$ cat src/rtl/wb_regfile_if.sv
// MEM/WB-to-regfile signal bundle: WB-stage write-back inputs, ID-stage read ports,
// debug read port and the retire counter.
interface wb_regfile_if;
    logic        ValidW;
    logic        RegWriteW;
    logic        MemtoRegW;
    logic        LinkW;
    logic [4:0]  WriteRegW;
    logic [31:0] ALUOutW;
    logic [31:0] ReadDataW;
    logic [31:0] PCplus4W;
    logic [4:0]  RsD;
    logic [4:0]  RtD;
    logic [4:0]  DbgAddr;
    logic [31:0] ResultW;
    logic [31:0] RD1D;
    logic [31:0] RD2D;
    logic [31:0] DbgData;
    logic [31:0] RetireCount;

    modport master (
        output ValidW, RegWriteW, MemtoRegW, LinkW, WriteRegW,
        output ALUOutW, ReadDataW, PCplus4W, RsD, RtD, DbgAddr,
        input  ResultW, RD1D, RD2D, DbgData, RetireCount
    );

    modport slave (
        input  ValidW, RegWriteW, MemtoRegW, LinkW, WriteRegW,
        input  ALUOutW, ReadDataW, PCplus4W, RsD, RtD, DbgAddr,
        output ResultW, RD1D, RD2D, DbgData, RetireCount
    );
endinterface

$ cat src/rtl/wb_regfile.sv
// Writeback stage plus 32x32 architectural register file: result select, commit,
// two bypassed ID read ports, an unbypassed debug port and a retired-instruction counter.
module wb_regfile #(
    parameter logic [31:0] SP_INIT = 32'h0000_0FFC,
    parameter bit          BYPASS  = 1'b1
) (
    input logic         CLOCK,
    input logic         RESET_N,
    wb_regfile_if.slave wb
);
    logic [31:0] regs [0:31];
    logic [31:0] result;
    logic        commit;
    logic [31:0] retire_cnt;

    always_comb begin
        if (wb.LinkW)
            result = wb.PCplus4W;
        else if (wb.MemtoRegW)
            result = wb.ReadDataW;
        else
            result = wb.ALUOutW;
    end

    // Gating with RESET_N keeps the bypass path from leaking a write that reset will discard.
    assign commit = RESET_N & wb.ValidW & wb.RegWriteW & (wb.WriteRegW != 5'd0);

    always_ff @(posedge CLOCK or negedge RESET_N) begin
        if (!RESET_N) begin
            for (int i = 0; i < 32; i++)
                regs[i] <= (i == 29) ? SP_INIT : 32'd0;
        end else if (commit) begin
            regs[wb.WriteRegW] <= result;
        end
    end

    always_ff @(posedge CLOCK or negedge RESET_N) begin
        if (!RESET_N)
            retire_cnt <= 32'd0;
        else if (wb.ValidW)
            retire_cnt <= retire_cnt + 32'd1;
    end

    always_comb begin
        if (wb.RsD == 5'd0)
            wb.RD1D = 32'd0;
        else if (BYPASS && commit && (wb.RsD == wb.WriteRegW))
            wb.RD1D = result;
        else
            wb.RD1D = regs[wb.RsD];
    end

    always_comb begin
        if (wb.RtD == 5'd0)
            wb.RD2D = 32'd0;
        else if (BYPASS && commit && (wb.RtD == wb.WriteRegW))
            wb.RD2D = result;
        else
            wb.RD2D = regs[wb.RtD];
    end

    // Debug port shows committed state only, so it lags the ID ports by one edge on a write.
    always_comb begin
        if (wb.DbgAddr == 5'd0)
            wb.DbgData = 32'd0;
        else
            wb.DbgData = regs[wb.DbgAddr];
    end

    assign wb.ResultW     = result;
    assign wb.RetireCount = retire_cnt;
endmodule

$ cat src/flat_wrapper.sv
// flat-port wrapper written by rule: the top's interface ports become plain ports
module wb_regfile_flat 
#(
    parameter logic [31:0] SP_INIT = 32'h0000_0FFC,
    parameter bit          BYPASS  = 1'b1
)
  (CLOCK, RESET_N, wb_ValidW, wb_RegWriteW, wb_MemtoRegW, wb_LinkW, wb_WriteRegW, wb_ALUOutW, wb_ReadDataW, wb_PCplus4W, wb_RsD, wb_RtD, wb_DbgAddr, wb_ResultW, wb_RD1D, wb_RD2D, wb_DbgData, wb_RetireCount);
  wb_regfile_if wb_i ();
  input logic CLOCK;
  input logic RESET_N;
  input wire logic [$bits(wb_i.ValidW)-1:0] wb_ValidW;
  input wire logic [$bits(wb_i.RegWriteW)-1:0] wb_RegWriteW;
  input wire logic [$bits(wb_i.MemtoRegW)-1:0] wb_MemtoRegW;
  input wire logic [$bits(wb_i.LinkW)-1:0] wb_LinkW;
  input wire logic [$bits(wb_i.WriteRegW)-1:0] wb_WriteRegW;
  input wire logic [$bits(wb_i.ALUOutW)-1:0] wb_ALUOutW;
  input wire logic [$bits(wb_i.ReadDataW)-1:0] wb_ReadDataW;
  input wire logic [$bits(wb_i.PCplus4W)-1:0] wb_PCplus4W;
  input wire logic [$bits(wb_i.RsD)-1:0] wb_RsD;
  input wire logic [$bits(wb_i.RtD)-1:0] wb_RtD;
  input wire logic [$bits(wb_i.DbgAddr)-1:0] wb_DbgAddr;
  output wire logic [$bits(wb_i.ResultW)-1:0] wb_ResultW;
  output wire logic [$bits(wb_i.RD1D)-1:0] wb_RD1D;
  output wire logic [$bits(wb_i.RD2D)-1:0] wb_RD2D;
  output wire logic [$bits(wb_i.DbgData)-1:0] wb_DbgData;
  output wire logic [$bits(wb_i.RetireCount)-1:0] wb_RetireCount;
  assign wb_i.ValidW = wb_ValidW;
  assign wb_i.RegWriteW = wb_RegWriteW;
  assign wb_i.MemtoRegW = wb_MemtoRegW;
  assign wb_i.LinkW = wb_LinkW;
  assign wb_i.WriteRegW = wb_WriteRegW;
  assign wb_i.ALUOutW = wb_ALUOutW;
  assign wb_i.ReadDataW = wb_ReadDataW;
  assign wb_i.PCplus4W = wb_PCplus4W;
  assign wb_i.RsD = wb_RsD;
  assign wb_i.RtD = wb_RtD;
  assign wb_i.DbgAddr = wb_DbgAddr;
  assign wb_ResultW = wb_i.ResultW;
  assign wb_RD1D = wb_i.RD1D;
  assign wb_RD2D = wb_i.RD2D;
  assign wb_DbgData = wb_i.DbgData;
  assign wb_RetireCount = wb_i.RetireCount;
  wb_regfile #(.SP_INIT(SP_INIT), .BYPASS(BYPASS)) u_core (.CLOCK(CLOCK), .RESET_N(RESET_N), .wb(wb_i));
endmodule
$ cat config.mk
export PLATFORM = sky130hd
export DESIGN_NAME = wb_regfile_flat
export DESIGN_NICKNAME = d
export VERILOG_FILES = /design/src/rtl/wb_regfile_if.sv /design/src/rtl/wb_regfile.sv /design/src/flat_wrapper.sv
export SDC_FILE = /design/constraint.sdc
export NUM_CORES = 2
export LEC_CHECK = 0
export CORE_MARGIN = 4
export CORE_UTILIZATION = 35
export CTS_CLUSTER_DIAMETER = 40
export DETAILED_ROUTE_END_ITERATION = 6
export SETUP_SLACK_MARGIN = 0.4
export SLEW_MARGIN = 40
export SYNTH_ARGS = -nofsm -noshare
export SYNTH_HDL_FRONTEND = slang
export SYNTH_SLANG_ARGS = --single-unit
$ cat constraint.sdc
create_clock -name CLOCK -period 6.5 [get_ports CLOCK]
set_clock_uncertainty 0.2 [all_clocks]
set_input_delay 0.65 -clock CLOCK [delete_from_list [all_inputs] [get_ports CLOCK]]
set_output_delay 0.65 -clock CLOCK [all_outputs]
set_load 0.005 [all_outputs]
======== After elaboration in Yosys (flattened, before gate mapping) ========
Cells that the tools add are included.
cells by class
  add/sub/neg operators ................... 1
  bitwise operators ....................... 7
  equal/unequal tests ..................... 2
  magnitude comparators ................... 5
  multiplexer cells ....................... 19
  reductions and logical operators ........ 7
operators with widths
  operator               number
  $bwmux 1024            1
  $bmux 32 s5            3
  $mux 32                14
  $demux 32 s5           1
  $add 32x1->32 const B  1
  $ge 6x6->1 const B     4
  $not 5->6              4
  $logic_not 5->1        3
  $eq 5x5->1             2
  $lt 6x1->1 const B     1
  $reduce_bool 5->1      1
  $and 1x1->1            3
  $logic_and 1x1->1      3
storage, ports and cells
  output and inout bits ................... 160
  register bits ........................... 1056

======== Longest topological paths before layout ========
  depth in word-level cells ............... 6
  depth in mapped cells ................... 10

======== Worst setup path before layout ========
Ideal clock, no wire load.
  kind .................................... in2out
  start ................................... in wb_DbgAddr[1]
  end ..................................... out wb_DbgData[10]
  buffers on the path ..................... 3
  required time ........................... 5650 ps
  data arrival time ....................... 2247 ps
  setup slack ............................. 3403 ps
  stages on the path ...................... 7
  path through ............................ clkbuf_1 -> clkbuf_1 -> buf_2 -> mux4_2 -> mux4_2 -> nand2_1 -> o21ai_1
on the way
  cells in the longest elaborated chain, start to end .. 5
  elaborated cells on any way between the ends .. 6
  those cells by class .................... mux: 4; bitwise: 1; reduce/logical: 1
RTL lines
  element                                      RTL line            source
  from (decl)                                  flat_wrapper.sv:21  input wire logic [$bits(wb_i.DbgAddr)-1:0] wb_DbgAddr;
  $not 5->6 (not written as such)              wb_regfile.sv:67    wb.DbgData = regs[wb.DbgAddr];
  $bmux 32 s5                                  wb_regfile.sv:67
  $mux 32 (not written as such) (2 in series)  wb_regfile.sv:67
  $mux 32 *                                    wb_regfile.sv:64    if (wb.DbgAddr == 5'd0)
  to (decl)                                    flat_wrapper.sv:25  output wire logic [$bits(wb_i.DbgData)-1:0] wb_DbgData;
Every way passes the cells marked *; elsewhere a longest branch is shown, timed or not. The select of a mux whose other input is x is not followed.

======== Worst setup path after layout ========
  start ................................... in RESET_N
  end ..................................... out wb_RD1D[27]
on the way
  cells in the longest elaborated chain, start to end .. 6
RTL lines
  element                    RTL line            source
  from (decl)                flat_wrapper.sv:10  input logic RESET_N;
  $and 1x1->1 (3 in series)  wb_regfile.sv:26    assign commit = RESET_N & wb.ValidW & wb.RegWriteW & (wb.WriteRegW != 5'd0);
  $logic_and 1x1->1          wb_regfile.sv:47    else if (BYPASS && commit && (wb.RsD == wb.WriteRegW))
  $mux 32                    wb_regfile.sv:47
  $mux 32                    wb_regfile.sv:45    if (wb.RsD == 5'd0)
  to (decl)                  flat_wrapper.sv:23  output wire logic [$bits(wb_i.RD1D)-1:0] wb_RD1D;
No other way between the ends.

==> reports/qor.csv <==
metric;value;unit
worst_hold_slack;188.3;ps
tightest_slew;950.9;ps
cts_sinks;1056;
synth_flop_cell;dfrtp_1;
power.density;268.5;nW/um2
vias;52010;
grt_use_total;27.01;%
ys_async_sr_fraction;100.0;%
sequentialPowerShare;38.4;%
layout_setup_ws;735.6;ps
drc;0;
ioPinCount;282;
ir_worst_vdd;199.1;uV
coreArea;179400;um2
p_leak;30.34;nW
critPathRequiredTime;5650;ps
synth_seq_area_share;41.69;%
power_switching;5.749;mW
die_w;433.7;um
p_clk_share;45.3;%
grt_pass1_wl;368.2;mm
core.rowCount;155;
p_sw_share;28.99;%
routedWlPerCell;31.25;um
cts_made_buffers;156;
grt_remaining_overflow;0;
place_hpwl;157.6;mm
port_buffers;281;
grt_max_degree;77;
critPathKind;in -> out;
grt_pass1_vias;50220;
path_clk_slew;60;ps
p_int;14.08;mW
combPwrFrac;16.3;%
cp.arrival;4910;ps
fin_crit_sh;88.68;%
syn_avg_cell_area;11.07;um2
fmax;173.5;MHz
yosysUniqueCellTypes;66;
drtPass1Iterations;7;
drt_wl_total;256.6;mm
timing.setup.tns;0;ps
setup_viol;0;
ant_nets;0;
synthToLayoutAreaGrowth;16.47;%
hp-class;in -> async;
die_area;188100;um2
start_util;35.35;%
drt_iter0_drc;7250;
antenna_found_initial;6;
cts_max_path_buffers;3;
hold_violations;0;
fin_crit;5764;ps
slew_viol_final;0;
nets;5847;
synthCells;5727;
cts-root-buf;clkbuf_16;
drive_gt1_share;22.14;%
startpoint_type;input pin;
clk_latency;800;ps
rsz0062_at_grt;no;
synth_area;63410;um2
cp_max_fo;65;
synth_edf_count;0;
fillers;16760;
viasPerCell;6.336;
die_y;433.7;um
cts_resized;0;
status;completed;
yosysWarnings;0;
relSlewSlack;36.23;%
synth-seq-cells;1056;
max_cap_viol_count;0;
endpoint_kind;output port;
synth_fp_nets;5850;
dp_slack;1075;ps
gp_congestion;0.9064;
cts_tree;built;
htree_num_levels;4;
[path summary, 6_finish.rpt]
kind | from | end | slack [ps] | cells past startpoint
min reg2reg | u_core.regs[1022] | u_core.regs[1022] | 220 | 0
max reg2reg | u_core.wb.RetireCount[3] | u_core.wb.RetireCount[29] | 4420 | 4
min in group CLOCK | u_core.regs[1022] | u_core.regs[1022] | 220 | 0
min | RESET_N | u_core.regs[629] | 190 | 2
max in group asynchronous | RESET_N | u_core.regs[846] | 3360 | 6
max | RESET_N | wb_RD1D[27] | 740 | 9
[cell usage in the layout, fill, tap and decap left out, types with 20 or more instances in the layout]
| cell type | n |
|---|---|
| o21ai_0 | 1007 |
| nor2_1 | 29 |
| nand2_1 | 1149 |
| buf_12 | 20 |
| clkbuf_1 | 20 |
| clkbuf_16 | 158 |
| o21a_1 | 37 |
| clkdlybuf4s50_1 | 264 |
| mux2i_1 | 270 |
| o22ai_1 | 112 |
| a221oi_1 | 58 |
| nor3_1 | 40 |
| buf_4 | 153 |
| inv_6 | 21 |
| nand3_1 | 34 |
| bufinv_16 | 21 |
| dfrtp_1 | 1046 |
| a22oi_1 | 51 |
| o21ai_1 | 78 |
| xnor2_1 | 28 |
| mux2_2 | 36 |
| a21oi_1 | 91 |
| inv_1 | 71 |
| mux4_2 | 711 |
[stage by stage]
step                      std cells  total power, mW  instance area (um2)  utilization, %
after CTS                      8203            19.82                73760           41.12
after global routing           8206            20.42                73850           41.17
after detailed placement       7918            10.86                68250           38.05
after global placement         7915            10.78                68030           37.92
final                          8209            19.83                73860           41.17
after floorplan                5727            9.491                63410               -
[metal layers]
| metal | share of wire (%) | wire (um) | track usage (%) | up-vias |
|---|---|---|---|---|
| met1 | 36 | 91580 | 33.73 | 26130 |
| met2 | 45 | 114800 | 41.14 | 3588 |
| met3 | 11 | 28430 | 6.782 | 930 |
| met4 | 8.5 | 21740 | 18.94 | 8 |
| met5 | 0.018 | 46 | 0 | - |
| li1 | - | - | - | 21360 |
[cells in the mapped netlist (14+ instances only)]
library cell / number / area share [%]
a221oi_1: 58 / 0.80
nand2_1: 1181 / 7.0
o21ai_0: 1007 / 7.9
nor2_1: 30 / 0.18
mux4_2: 711 / 25
nand3_1: 34 / 0.27
dfrtp_1: 1046 / 41
nor3_1: 42 / 0.33
nand2b_1: 14 / 0.14
xnor2_1: 28 / 0.39
buf_6: 44 / 0.78
o21ai_1: 79 / 0.62
buf_2: 67 / 0.53
a22oi_1: 51 / 0.60
a21oi_1: 92 / 0.73
o22ai_1: 112 / 1.1
nand4_1: 16 / 0.16
inv_1: 72 / 0.43
clkbuf_1: 438 / 2.6
o221ai_1: 18 / 0.25
buf_4: 46 / 0.54
o21a_1: 43 / 0.51
buf_1: 23 / 0.14
mux2i_1: 270 / 4.3
mux2_2: 36 / 0.64
[cell families after synthesis]
logic type	share of synthesized area, %
flops	41.69
mux	30.15
simple gates	8.820
fa+ha+maj	0.01973
xor+xnor	0.5663
buf+inv	5.191
compound gates	13.56
[power by group through the flow]
stage               Clock, mW  Sequential [mW]  Combinational, mW
floorplan                   0             7.53               1.96
global placement            0             7.65               3.13
detailed placement          0             7.69               3.17
CTS                      9.05             7.58               3.18
global route             9.33             7.67               3.42
finish                   8.99             7.61               3.23
[timing repair]
| action | CTS | global route |
|---|---|---|
| endpoints found under the hold margin | 60 | 0 |
| hold buffers | 1 | 0 |
| setup buffers | 0 | 0 |
[state kept, by name, summed over array words and instances, names as in the netlist]
name,count
u_core.regs,1024
u_core.wb.RetireCount,32
[final cells by class]
class,count,area (um2),area share (%)
Antenna cell,4,10.01,0.01355
Clock buffer,194,4249,5.753
Clock inverter,90,1251,1.694
Inverter,72,270.3,0.3659
Multi-Input combinational cell,3971,34140,46.22
Sequential cell,1056,26440,35.80
Tap cell,2355,2947,3.990
Timing Repair Buffer,467,4553,6.165
[worst max-delay path, cell delays in order]
cell and delay (ps):
dlygate4sd3_1 560, buf_8 400, nand3_2 350, a211oi_2 600, and2_2 520, buf_4 320, nor3_1 90, a211oi_1 640
clkdlybuf4s50_1 640
No activity file was read; power rests on OpenSTA's default activity.
